### src/rtl/cra_pkg.sv
// Shared types and defaults for the CRA sequencer controller.
// Optional overflow output is enabled with macro CRA_SEQ_OVF_EN.
package cra_pkg;

  localparam int unsigned CRA_WIDTH      = 16;
  localparam int unsigned CRA_RUN_CYCLES = 4;
  localparam int unsigned CRA_CNT_W      = 4;

  typedef enum logic [1:0] {
    ST_IDLE = 2'd0,
    ST_LOAD = 2'd1,
    ST_EXEC = 2'd2,
    ST_DONE = 2'd3
  } cra_state_e;

endpackage

### src/rtl/rr_arb2.sv
// Two-requester round-robin arbiter; combinational one-hot winner.
module rr_arb2 (
  input  logic [1:0] i_req,
  input  logic       i_last,
  output logic [1:0] o_win_c
);

  // i_last is the index of the requester granted most recently
  always_comb begin
    o_win_c = 2'b00;
    case (i_req)
      2'b01:   o_win_c = 2'b01;
      2'b10:   o_win_c = 2'b10;
      2'b11:   o_win_c = i_last ? 2'b01 : 2'b10;
      default: o_win_c = 2'b00;
    endcase
  end

endmodule

### src/rtl/cra_seq_ctrl.sv
// Sequencer for a shared carry-ripple adder datapath with two requesters.
// Define CRA_SEQ_OVF_EN to add the ovf output (carry flag in the done cycle).
module cra_seq_ctrl
  import cra_pkg::*;
#(
  parameter int unsigned WIDTH      = CRA_WIDTH,
  parameter int unsigned RUN_CYCLES = CRA_RUN_CYCLES
) (
  input  logic             Clk,
  input  logic             Reset,
  input  logic [1:0]       req,
  input  logic [WIDTH-1:0] din0,
  input  logic [WIDTH-1:0] din1,
  output logic [1:0]       gnt,
  output logic [1:0]       done,
  output logic [WIDTH:0]   result,
  output logic [WIDTH-1:0] dp_din,
  output logic             dp_loadb,
  output logic             dp_run,
  input  logic [WIDTH:0]   dp_sum
`ifdef CRA_SEQ_OVF_EN
  ,
  output logic             ovf
`endif
);

  localparam int unsigned CNT_W = CRA_CNT_W;

  cra_state_e       r_state;
  cra_state_e       w_state_nxt;
  logic [1:0]       r_gnt,    w_gnt_nxt;
  logic [1:0]       r_done,   w_done_nxt;
  logic [WIDTH:0]   r_result, w_result_nxt;
  logic [WIDTH-1:0] r_opnd,   w_opnd_nxt;
  logic             r_loadb,  w_loadb_nxt;
  logic             r_run,    w_run_nxt;
  logic [CNT_W-1:0] r_cnt,    w_cnt_nxt;
  logic             r_last,   w_last_nxt;
  logic [1:0]       w_win;
`ifdef CRA_SEQ_OVF_EN
  logic             r_ovf,    w_ovf_nxt;
`endif

  rr_arb2 u_arb (
    .i_req   (req),
    .i_last  (r_last),
    .o_win_c (w_win)
  );

  // Next-state and next-output logic; strobes registered so they align with state
  always_comb begin
    w_state_nxt  = r_state;
    w_gnt_nxt    = r_gnt;
    w_done_nxt   = 2'b00;
    w_result_nxt = r_result;
    w_opnd_nxt   = r_opnd;
    w_loadb_nxt  = 1'b1;
    w_run_nxt    = 1'b1;
    w_cnt_nxt    = r_cnt;
    w_last_nxt   = r_last;
`ifdef CRA_SEQ_OVF_EN
    w_ovf_nxt    = 1'b0;
`endif
    case (r_state)
      ST_IDLE: begin
        if (|req) begin
          w_state_nxt = ST_LOAD;
          w_gnt_nxt   = w_win;
          w_opnd_nxt  = w_win[1] ? din1 : din0;
          w_loadb_nxt = 1'b0;
          w_last_nxt  = w_win[1];
        end
      end
      ST_LOAD: begin
        w_state_nxt = ST_EXEC;
        w_run_nxt   = 1'b0;
        w_cnt_nxt   = CNT_W'(RUN_CYCLES);
      end
      ST_EXEC: begin
        if (r_cnt <= CNT_W'(1)) begin
          w_state_nxt  = ST_DONE;
          w_cnt_nxt    = '0;
          w_done_nxt   = r_gnt;
          w_result_nxt = dp_sum;
`ifdef CRA_SEQ_OVF_EN
          w_ovf_nxt    = dp_sum[WIDTH];
`endif
        end else begin
          w_cnt_nxt = r_cnt - CNT_W'(1);
          w_run_nxt = 1'b0;
        end
      end
      ST_DONE: begin
        w_state_nxt = ST_IDLE;
        w_gnt_nxt   = 2'b00;
      end
      default: begin
        w_state_nxt = ST_IDLE;
        w_gnt_nxt   = 2'b00;
      end
    endcase
  end

  // State and output registers; pointer resets to favour requester 0
  always_ff @(posedge Clk or negedge Reset) begin
    if (!Reset) begin
      r_state  <= ST_IDLE;
      r_gnt    <= 2'b00;
      r_done   <= 2'b00;
      r_result <= '0;
      r_opnd   <= '0;
      r_loadb  <= 1'b1;
      r_run    <= 1'b1;
      r_cnt    <= '0;
      r_last   <= 1'b1;
`ifdef CRA_SEQ_OVF_EN
      r_ovf    <= 1'b0;
`endif
    end else begin
      r_state  <= w_state_nxt;
      r_gnt    <= w_gnt_nxt;
      r_done   <= w_done_nxt;
      r_result <= w_result_nxt;
      r_opnd   <= w_opnd_nxt;
      r_loadb  <= w_loadb_nxt;
      r_run    <= w_run_nxt;
      r_cnt    <= w_cnt_nxt;
      r_last   <= w_last_nxt;
`ifdef CRA_SEQ_OVF_EN
      r_ovf    <= w_ovf_nxt;
`endif
    end
  end

  assign gnt      = r_gnt;
  assign done     = r_done;
  assign result   = r_result;
  assign dp_din   = r_opnd;
  assign dp_loadb = r_loadb;
  assign dp_run   = r_run;
`ifdef CRA_SEQ_OVF_EN
  assign ovf      = r_ovf;
`endif

endmodule

### config.mk
export PLATFORM = sky130hd
export DESIGN_NAME = cra_seq_ctrl
export DESIGN_NICKNAME = d
export VERILOG_FILES = /design/src/rtl/cra_pkg.sv /design/src/rtl/rr_arb2.sv /design/src/rtl/cra_seq_ctrl.sv
export SDC_FILE = /design/constraint.sdc
export NUM_CORES = 1
export LEC_CHECK = 0
export CORE_ASPECT_RATIO = 1.75
export CORE_MARGIN = 2
export CORE_UTILIZATION = 42
export CTS_CLUSTER_SIZE = 20
export DETAILED_ROUTE_END_ITERATION = 10
export PLACE_DENSITY = 0.78
export SETUP_SLACK_MARGIN = 0.3
export SYNTH_ARGS = -nofsm -noshare
export SYNTH_HDL_FRONTEND = slang
export SYNTH_SLANG_ARGS = --single-unit
### constraint.sdc
create_clock -name Clk -period 2.07 [get_ports Clk]
set_input_delay 0.3105 -clock Clk [delete_from_list [all_inputs] [get_ports Clk]]
set_output_delay 0.3105 -clock Clk [all_outputs]
set_load 0.05 [all_outputs]
After elaboration in Yosys (flattened, before gate mapping):

Index checks and enable logic that the tools add are counted.

* flip-flop bits (word level): 46
* input bits: 53
* output and inout bits: 39

* add/subtract/negate cells: 1
* magnitude comparators: 1
* equal/unequal tests: 8
* muxes and demuxes: 16
* reduce and logical (&&, ||, !) cells: 8

Operator list (number)
* two-way mux 16 bit: 1
* two-way mux 2 bit: 6
* equality test 2 bit (second input constant): 4
* one-hot mux 2 bit (4 select lines): 1
* one-hot mux 4 bit (2 select lines): 1
* AND reduction 2 bit: 4
* one-hot mux 2 bit (3 select lines): 1
* equality test 2 x 1 -> 1 bit (second input constant): 2
* <= comparator 4 x 1 -> 1 bit (second input constant): 1
* two-way mux 4 bit: 1
* != test 2 bit (second input constant): 2
* one-hot mux 2 bit (2 select lines): 1
* nonzero test 2 bit: 2
* subtractor 4 x 1 -> 4 bit (second input constant): 1
* two-way mux 1 bit: 3
* zero test 2 bit: 1
* one-hot mux 1 bit (2 select lines): 1
* OR reduction 2 bit: 1

Depth between registers and ports, before layout:

* depth in word-level cells: 4
* gate-level depth with buffers: 7
* mapped depth without buffers: 6

Cells and area by module:

A second synthesis with hierarchy kept.

* cell total of the unflattened synthesis: 168
* area, all modules: 2084.5 sq um

By module, submodules not included
* cra_seq_ctrl: instances 1, cells an instance 165, area an instance 2065.7 sq um, sequential area each 1154.9 sq um
* rr_arb2: instances 1, cells an instance 3, area an instance 18.8 sq um, sequential area each 0.0 sq um

Worst setup path after synthesis:

No wires, ideal clock.

* path type: register to register
* from: reg r_cnt[0]
* to: reg r_result[10] (netlist: result[10])
* setup time: 0.125 ns
* arrival time: 1.459 ns
* required time: 1.945 ns
* path slack: 0.485 ns
* stages on the path, launching flop included: 8
* path buffers: 1
* period minus slack after synthesis: 1.585 ns
* cell sequence: dfrtp_1 inv_1 ha_1 nor2_1 nor3_4 nand2_4 buf_6 mux2_4

* word-level cells in the longest chain between the ends: 2

RTL lines
* start, declared: line cra_seq_ctrl.sv:37 `logic [CNT_W-1:0] r_cnt, w_cnt_nxt;`
* start signal, assigned: line cra_seq_ctrl.sv:127 `r_cnt <= w_cnt_nxt;`
* <= comparator 4 x 1 -> 1 bit: line cra_seq_ctrl.sv:80 `if (r_cnt <= CNT_W'(1)) begin`
* AND reduction 2 bit (no line)
* end signal, assigned: line cra_seq_ctrl.sv:123 `r_result <= w_result_nxt;`
* end, declared: line cra_seq_ctrl.sv:33 `logic [WIDTH:0] r_result, w_result_nxt;`

No other way between the ends.
A chain may end at the register's enable or synchronous reset.

Final worst setup path:

Ends and elaborated chain as after synthesis.

==> results.tsv <==
metric	value	unit
status	finished, final reports clean	
core-area	4890	um^2
clock-sinks	46	
place_area	3060	um^2
p_sw_share	47.7	%
critPathMaxFanout	8	
p_seq_share	29.4	%
grt.met3_usage	3.06	%
ctsHoldBuffers	0	
setup_viol	0	
synth-xor-area-share	0	%
track_usage	17.4	%
port_buffers	91	
area_growth	51.8	%
start_util	42.6	%
worstRegToRegCells	6	
io_pins	92	
synth_seq_cells	46	
gp_congestion	0.728	
dr.first_iter.drc_count	38	
synth_simple_gate_area_share	8.58	%
drive_above_1_share	16.7	%
grt_max_degree	47	
cts_tree	done	
async_flop_share	100	%
antenna_cells	0	
max_cap_violations	0	
synth_common_cells	dfrtp_1, nand2_1, mux2i_1	
relSlewSlack	61.8	%
rows	34	
slew_viol_final	0	
yosysMostFrequentCell	dfrtp_1	
yosysSeqAreaShare	55.4	%
die_width	57.3	um
avgSynthCellArea	12.6	um^2
max_freq	0.589	GHz
tns	0	ns
first_pass_iters	3	
netlist_area	2090	um^2
grt.overflow.total	0	
pwr-share-clk	12.1	%
cts_setup_buffers	0	
cts_root_buffer	clkbuf_8	
fin_crit_sh	82.0	%
p_per_area	1680	nW/um^2
hp-class	input port to asynchronous set/reset pin	
die_h	97.2	um
drc_errors	0	
grt_busiest_layer	met2	
fin_ws	0.373	ns
pre_cts_ws	0.290	ns
clockBufferDepth	2	
viasPerCell	5.07	
grt_pass1_vias	1669	
cp.arrival	1.88	ns
rsz0062_at_grt	yes	
synth_top_area_share	51.6	%
worst_pin_slew	0.572	ns
dieArea	5570	um^2
hold_violations	0	
gr-usage-met1	19.6	%
p_leak	1.59	nW
htreeDepth	2	
fin_util	64.7	%
power_switching	0.00253	W
synth_top_area_cell	dfrtp_1	
nNetsFinal	322	
synth_top_family_by_area	multiplexers	
synth-compound-area-share	8.76	%
vias	1608	
synthDistinctLibCells	29	
fin_area	3170	um^2
n_fill_cell	411	
worst-setup-path-type	flip-flop to flip-flop	
p_int	0.00278	W
dp_hpwl	3360	um
r2r_slack	0.37	ns
syn_inst	166	
ir_drop	1180	uV
cp.required	2.25	ns
antenna_found_initial	0	
worst_setup_path_end_kind	flip-flop	
path_clk_slew	0.08	ns
wl_per_cell	14.5	um
gr-usage-met2	30.3	%
synth.area.top_cells	dfrtp_1, mux2i_1, mux2_4	
cp-start-kind	flip-flop	
power_frac_comb	58.5	%
synthesis.nets	226	
synthMuxAreaShare	19.7	%
synth_edf_count	0	
drt_wl_total	4590	um
synth-warning-count	0	
synthFlopType	dfrtp_1	
skew	0.00502	ns
finalCriticalPeriod	1.70	ns
antenna_left	0	
cts_made_buffers	5	
grt_first_pass_wirelength	7560	um
synth_fa_ha_area_share	4.20	%
insertion_delay	0.29	ns
==> cells by family (layout without fill, tap and decap cells) <==
family / count (synthesis) / count (layout)
AO/OA/AOI/OAI: 31 / 31
adder cells (fa/ha/maj): 7 / 7
buffers and inverters: 13 / 109
flip-flops: 46 / 46
multiplexers: 35 / 35
AND/OR/NAND/NOR: 34 / 35
==> flip-flops by register name, indices dropped and copies added, names as in the netlist <==
signal,count
gnt,2
dp_din,16
dp_loadb,1
r_cnt,4
r_last,1
dp_run,1
result,17
done,2
r_state,2
==> metal layers <==
metal	wire length (um)	vias up	part of all wire [%]
li1	-	770	-
met1	1680	783	37
met2	2580	46	56
met3	194	9	4.2
met4	131	0	2.9
met5	0	-	0
==> power groups by stage <==
stage                     Sequential (W)  Combinational, W  Clock (W)
after global placement           0.00158           0.00326          0
after detailed placement         0.00160           0.00330          0
after global routing             0.00162           0.00331   0.000702
after CTS                        0.00157           0.00312   0.000671
final                            0.00156           0.00311   0.000644
after floorplan                  0.00282           0.00101          0
==> critical path, cell delays in order (launching register included) <==
cell	delay, ns
dfrtp_1	0.40
inv_1	0.10
ha_1	0.19
nor2_1	0.08
nor3_4	0.25
nand2_2	0.22
mux2_4	0.34
==> placed cells by master, fill, tap and decap left out, drive strengths merged, types with 2 or more instances in the layout <==
cell type / n
ha: 7
mux2i: 17
clkbuf: 5
a21oi: 2
clkinv: 2
nor3: 2
inv: 6
buf: 5
dlygate4sd2: 28
dfrtp: 43
nand3b: 2
nor2: 3
nand2: 21
and3: 2
mux2: 18
nand3: 3
o21ai: 22
clkdlybuf4s50: 51
dlymetal6s2s: 11
dfstp: 3
==> repair_timing <==
item | in CTS | in global routing
resized for setup | 28 | 12
setup endpoints to repair | 28 | 20
gates cloned | 0 | 1
==> worst paths after layout <==
path | endpoint | startpoint
worst max-delay path | result[10]$_DFFE_PN0P_ | r_cnt[0]$_DFFE_PN0P_
worst min-delay path | r_cnt[1]$_DFFE_PN0P_ | Reset
worst max register to register | result[10]$_DFFE_PN0P_ | r_cnt[0]$_DFFE_PN0P_
worst min register to register | dp_din[0]$_DFFE_PN0P_ | dp_din[0]$_DFFE_PN0P_
max in group asynchronous | r_last$_DFFE_PN1P_ | Reset
min in group Clk | dp_din[0]$_DFFE_PN0P_ | dp_din[0]$_DFFE_PN0P_
==> stage by stage <==
stage                     hold WS [ns]  total power (W)  cells
after detailed placement         0.428          0.00490    308
after global placement           0.426          0.00484    308
final                           0.0821          0.00531    317
after floorplan                 0.0149          0.00384    166
after CTS                        0.101          0.00536    316
after global routing             0.132          0.00563    317
==> area by class of cell <==
class	count	area, um^2	share of cell area, %
clock buffer	5	68.8	2.17
clock inverter	3	40.0	1.26
inverter	6	22.5	0.711
multi-input combinational	108	872	27.5
sequential	46	1150	36.5
tap	54	67.6	2.13
timing repair buffer	95	941	29.7
No activity file was read; power rests on OpenSTA's default activity.
